$ cat src/rtl/code_entry_tx.sv
// code_entry_tx: serial MSB-first nibble entry with hold, timeout and clear handling
module code_entry_tx #(
    parameter int HOLD_CYCLES    = 8,
    parameter int TIMEOUT_CYCLES = 16
) (
    input  logic clk,
    input  logic reset,
    input  logic bit_in,
    input  logic bit_strobe,
    input  logic clear,
    output logic A,
    output logic B,
    output logic C,
    output logic D,
    output logic ready,
    output logic rst_out,
    output logic busy,
    output logic timeout_err,
    output logic overrun
);
    localparam int HW = $clog2(HOLD_CYCLES + 1);
    localparam int GW = $clog2(TIMEOUT_CYCLES);

    typedef enum logic [1:0] {IDLE, COLLECT, PRESENT, CLEAR} state_t;

    state_t        state, next;
    logic [2:0]    part;
    logic [1:0]    bit_count;
    logic [GW-1:0] gap;
    logic [HW-1:0] hold;
    logic          clr_cnt;
    logic [3:0]    code, code_n;
    logic          ready_n, busy_n, rst_out_n, tmo_n, ovr_n;
    logic          hold_done, tmo, acc;

    assign {A, B, C, D} = code;
    assign hold_done = hold == HW'(HOLD_CYCLES);
    assign tmo = state == COLLECT && !clear && !bit_strobe && gap == GW'(TIMEOUT_CYCLES - 1);
    assign acc = bit_strobe && !clear &&
                 (state == IDLE || state == COLLECT || (state == PRESENT && hold_done));

    // State, datapath counters and registered outputs
    always_ff @(posedge clk) begin
        if (reset) begin
            state       <= IDLE;
            part        <= '0;
            bit_count   <= '0;
            gap         <= '0;
            hold        <= '0;
            clr_cnt     <= 1'b0;
            code        <= '0;
            ready       <= 1'b0;
            busy        <= 1'b0;
            rst_out     <= 1'b0;
            timeout_err <= 1'b0;
            overrun     <= 1'b0;
        end else begin
            state <= next;
            if (acc) begin
                part      <= state == COLLECT ? {part[1:0], bit_in} : {2'b00, bit_in};
                bit_count <= state == COLLECT ? bit_count + 2'd1 : 2'd1;
            end
            gap         <= (state != COLLECT || acc) ? '0 : gap + 1'b1;
            hold        <= state != PRESENT ? '0 : hold_done ? hold : hold + 1'b1;
            clr_cnt     <= state == CLEAR;
            code        <= code_n;
            ready       <= ready_n;
            busy        <= busy_n;
            rst_out     <= rst_out_n;
            timeout_err <= tmo_n;
            overrun     <= ovr_n;
        end
    end

    // Next-state selection; clear has priority over any strobe
    always_comb begin
        next = state;
        case (state)
            IDLE:    next = clear ? CLEAR : bit_strobe ? COLLECT : IDLE;
            COLLECT: next = clear ? CLEAR : (bit_strobe && bit_count == 2'd3) ? PRESENT : tmo ? IDLE : COLLECT;
            PRESENT: next = clear ? CLEAR : (bit_strobe && hold_done) ? COLLECT : PRESENT;
            default: next = clr_cnt ? IDLE : CLEAR;
        endcase
    end

    // Next values of the registered outputs; partial bits never reach A..D
    always_comb begin
        code_n    = next == PRESENT ? (state == PRESENT ? code : {part, bit_in}) : 4'b0000;
        ready_n   = next == PRESENT;
        busy_n    = next == COLLECT;
        rst_out_n = state == CLEAR;
        tmo_n     = tmo;
        ovr_n     = state == PRESENT && bit_strobe && !clear && !hold_done;
    end
endmodule
$ cat config.mk
export PLATFORM = sky130hd
export DESIGN_NAME = code_entry_tx
export DESIGN_NICKNAME = d
export VERILOG_FILES = /design/src/rtl/code_entry_tx.sv
export SDC_FILE = /design/constraint.sdc
export NUM_CORES = 1
export LEC_CHECK = 0
export CAP_MARGIN = 30
export CORE_MARGIN = 2
export CORE_UTILIZATION = 40
export CTS_CLUSTER_DIAMETER = 80
export DETAILED_ROUTE_END_ITERATION = 8
export PLACE_DENSITY = 0.65
export SLEW_MARGIN = 25
export SYNTH_ARGS = -nofsm -noshare
export SYNTH_HDL_FRONTEND = slang
export SYNTH_SLANG_ARGS = --single-unit
$ cat constraint.sdc
create_clock -name clk -period 1.6 [get_ports clk]
set_input_delay 0.24 -clock clk [delete_from_list [all_inputs] [get_ports clk]]
set_output_delay 0.24 -clock clk [all_outputs]
set_load 0.05 [all_outputs]
# Word-level counts from Yosys, hierarchy flattened
# Index checks and enable logic that the tools add are counted.
# Widths: inputs -> output; s select.
dict set report word_totals {
  inputBits 5
  word_cells 57
  ff_bits 24
  out_inout_bits 9
}
dict set report op_classes {
  n_reduce_logical 21
  addsub 3
  n_eq_ne 10
  n_mux 11
  bitwise_logic 1
}
# operator count
set ops {}
lappend ops {{$mux 2} 7}
lappend ops {{$logic_and 1x1->1} 11}
lappend ops {{$add 4x1->4 const B} 2}
lappend ops {{$eq 2x2->1 const B} 4}
lappend ops {{$eq 4x4->1 const B} 2}
lappend ops {{$pmux 2 s3} 1}
lappend ops {{$reduce_or 2->1} 3}
lappend ops {{$eq 2x1->1 const B} 2}
lappend ops {{$logic_not 1->1} 3}
lappend ops {{$logic_or 1x1->1} 3}
lappend ops {{$mux 3} 1}
lappend ops {{$add 2x1->2 const B} 1}
lappend ops {{$logic_not 2->1} 1}
lappend ops {{$mux 1} 2}
lappend ops {{$ne 2x1->1 const B} 1}
lappend ops {{$ne 2x2->1 const B} 1}
lappend ops {{$not 1->1} 1}

# Depth between registers and ports, before layout
dict set report logic_depth {
  word_depth 11
  depth_mapped 7
  mapped_depth_nobuf 6
}

# Worst setup path before layout
# OpenSTA, ideal clock, no wires.
dict set report synth_timing {
  path_type {register -> register}
  from {reg hold[0]}
  to {reg busy}
  setup_slack_ps 138
  path_stages_with_launch 8
  synth_period_minus_slack_ps 1462
  n_path_buf 1
  setup_time_ps 86
  arrival_ps 1376
  t_required_ps 1514
  cell_sequence {dfxtp_1 -> inv_1 -> ha_1 -> and3b_1 -> buf_6 -> a211oi_2 -> or3_1 -> a211oi_1}
}
dict set report synth_via {
  elab_chain_cells 6
}
# item line
set synth_rtl {}
lappend synth_rtl {{start, declared} 30} ;# logic [HW-1:0] hold;
lappend synth_rtl {{start signal, assigned} 64} ;# hold <= state != PRESENT ? '0 : hold_done ? hold : hold + 1'b1;
lappend synth_rtl {{$eq 4x4->1} 37} ;# assign hold_done = hold == HW'(HOLD_CYCLES);
lappend synth_rtl {{$logic_and 1x1->1} 81} ;# PRESENT: next = clear ? CLEAR : (bit_strobe && hold_done) ? COLLECT : PRESENT;
lappend synth_rtl {{$mux 2 (2 in a row)} 81}
lappend synth_rtl {{$pmux 2 s3} 78} ;# case (state)
lappend synth_rtl {{$eq 2x1->1} 90} ;# busy_n = next == COLLECT;
lappend synth_rtl {{end signal, assigned} 68} ;# busy <= busy_n;
lappend synth_rtl {{end, declared} 17} ;# output logic busy,
# No other way between the ends.
# A chain may end at the register's enable or synchronous reset.

# Final worst setup path
# Ends and elaborated chain as after synthesis.

==> results.sh <==
export IMPL_gp_congestion=0.749
export IMPL_clock_fmax_ghz=0.672
export IMPL_synthCells=101
export IMPL_hold_viol=0
export IMPL_ys_ff_latch=24
export IMPL_vias_per_cell=4.96
export IMPL_diodes=0
export IMPL_initial_core_util_pct=43.3
export IMPL_fin_setup_tns_ns=0
export IMPL_yosysWarnings=0
export IMPL_syn_nets=110
export IMPL_clock_tree_buffer_depth=2
export IMPL_ff2ff_setup_slack_ns=0.11
export IMPL_drt_pre_antenna_iters=4
export IMPL_synth_edff_count=0
export IMPL_cp_required_ns=1.83
export IMPL_synth_area_top_cells="dfxtp_1 49%, nor2_1 6.5%, mux2i_1 6.1%"
export IMPL_synth_flop_cell="dfxtp_1"
export IMPL_min_from="gap[0]$_SDFF_PP0_"
export IMPL_dieHeight_um=53.6
export IMPL_synth_top_area_share_pct=48.8
export IMPL_setup_viol=0
export IMPL_post_route_period_util_pct=93.1
export IMPL_cts_tree="built"
export IMPL_synth_cell_types=27
export IMPL_place_worst_setup_slack_ns=-0.104
export IMPL_grt_first_pass_wirelength_um=3260
export IMPL_crit_path_start_kind="flip-flop"
export IMPL_dieArea_mm2=0.00287
export IMPL_fin_cells=155
export IMPL_path_max_fanout=5
export IMPL_outcome="complete, no violations"
export IMPL_fp_row_count=17
export IMPL_antenna_found_initial=0
export IMPL_num_io_pins=14
export IMPL_rsz0062_at_grt="false"
export IMPL_drtIter0Drc=11
export IMPL_post_route_min_period_ns=1.49
export IMPL_crit_arrival_ns=1.72
export IMPL_clk_latency_ns=0.31
export IMPL_num_vias=769
export IMPL_fin_nets=137
export IMPL_r2r_start="hold[0]$_SDFFE_PP0P_"
export IMPL_dp_cells=149
export IMPL_slew_headroom_pct=80.0
export IMPL_skew_ns=0.00790
export IMPL_startpoint="hold[0]$_SDFFE_PP0P_"
export IMPL_clk_pin_slew_ns=0.13
export IMPL_post_dp_hpwl_um=1400
export IMPL_grt_max_degree=15
export IMPL_grt_ovfl_total=0
export IMPL_worstHoldPathType="flip-flop to flip-flop"
export IMPL_post_synth_top_area_cell="dfxtp_1"
export IMPL_ir_drop_v=0.000638
export IMPL_leakage_nw=0.544
export IMPL_cts_inserted_buffers=3
export IMPL_syn_avg_cell_area_um2=9.75
export IMPL_yosysSeqAreaShare_pct=48.8
export IMPL_cts_root_buffer="clkbuf_4"
export IMPL_pwr_density_cell_mw_per_mm2=950
export IMPL_track_usage_pct=15.3
export IMPL_postRouteAntennaNets=0
export IMPL_grt_pass1_vias=756
export IMPL_maxSlewViolCount=0
export IMPL_layout_setup_ws_ns=0.111
export IMPL_drv_cap=0
export IMPL_total_power_w=0.00121
export IMPL_cts_htree_levels=1
export IMPL_areaGrowthSynthToFinish_pct=28.8
export IMPL_core_mm2=0.00228
export IMPL_fin_hold_ws_ns=0.456
export IMPL_drt_total_wl_um=1860
export IMPL_drive_above_1_share_pct=27.6
export IMPL_drcViolationCount=0
export IMPL_syn_area_um2=985
export IMPL_numPortBuffers=13
export IMPL_clock_sinks=24
export IMPL_die_w_um=53.6
export IMPL_nFillCells=196
export IMPL_synthArstFlopShare_pct=0
export IMPL_tightestPinTransition_ns=0.299
export IMPL_cp_end_kind="flip-flop"
export IMPL_avgRoutedWirePerCell_um=12.0
export IMPL_crit_type="flip-flop to flip-flop"
[cell usage in the layout, fill, tap and decap left out]
cell type and n:
buf_4 21, bufinv_16 1, nand4bb_1 1, a21oi_1 5
inv_1 5, nand3_1 4, and2b_2 1, a311oi_1 1
nor2_1 17, nor3_1 3, nor4_1 1, clkbuf_4 3
dfxtp_2 2, xor2_1 2, and3b_2 1, dfxtp_1 22
a211oi_2 1, a22oi_1 1, clkdlybuf4s50_1 4, mux2i_1 6
or3_1 1, or3_2 1, a211oi_1 1, o21bai_2 1
a22o_1 3, nand2_1 3, ha_1 4, or2_2 1
nand2b_1 5, or3_4 1, xnor2_1 3, a211oi_4 1
[flip-flops by register name, indices dropped and copies added, names as in the netlist]
name         flops
clr_cnt          1
overrun          1
bit_count        2
ready            1
timeout_err      1
busy             1
code             4
hold             4
state            2
gap              4
part             3
[final cells by class]
class	count	area [um2]	area share [%]
Timing Repair Buffer	25	198	15.6
Multi-Input combinational cell	69	482	38.0
Inverter	5	18.8	1.48
Clock inverter	1	30.0	2.37
Sequential cell	24	483	38.1
Tap cell	28	35.0	2.76
Clock buffer	3	22.5	1.78
[per-layer routing]
| layer | wire (um) | track usage, % | part of all wire (%) |
|---|---|---|---|
| met5 | 0 | 0 | 0 |
| met2 | 868 | 25.3 | 47 |
| met4 | 14 | 6.41 | 0.75 |
| met3 | 79 | 2.78 | 4.2 |
| met1 | 895 | 19.7 | 48 |
[final timing paths]
check	cells after the start	end
worst max register to register	6	busy$_SDFF_PP0_
worst min-delay path	1	gap[0]$_SDFF_PP0_
worst max-delay path	6	busy$_SDFF_PP0_
worst min register to register	1	gap[0]$_SDFF_PP0_
[power by group]
group / total [W] / leakage (nW) / switching (W) / internal [W]
registers: 0.000632 / 0.196 / 0.0000163 / 0.000616
clock network: 0.000424 / 0.0279 / 0.000171 / 0.000253
logic: 0.000150 / 0.320 / 0.0000788 / 0.0000709
[timing repair]
| item | in CTS | in global routing |
|---|---|---|
| setup endpoints to repair | 1 | 6 |
| buffers inserted | 0 | 2 |
| pin swaps | 0 | 2 |
| gates resized for setup | 1 | 6 |
| hold buffers | 0 | 0 |
[cell usage after synthesis, drive strengths merged (2+ instances only)]
cell / n
nor3: 3
inv: 5
a211oi: 3
nand2b: 5
buf: 2
a21oi: 5
nor2: 17
a22o: 3
xor2: 2
dfxtp: 24
nand3: 4
nand2: 3
mux2i: 6
or3: 3
xnor2: 3
ha: 4
[logic make-up after synthesis]
group / after synthesis / synth area share, %
AOI/OAI and AO/OA: 14 / 10.4
buffers and inverters: 8 / 4.57
and+or+nand+nor: 40 / 20.6
xor gates and xnor gates: 5 / 4.45
muxes: 6 / 6.10
adders and majority gates: 4 / 5.08
DFF: 24 / 48.8
[metrics by stage]
stage	instance area, um2	utilization, %
after global placement	1180	51.7
after detailed placement	1180	51.7
final	1270	55.7
after CTS	1230	54.0
after floorplan	985	-
after global routing	1270	55.7
[worst max-delay path: stages (launching register included)]
cell and delay (ns):
dfxtp_2 0.35, inv_1 0.08, ha_1 0.17, and3b_2 0.26, a211oi_4 0.08, or3_4 0.34, a211oi_2 0.14
No activity file was read; power rests on OpenSTA's default activity.
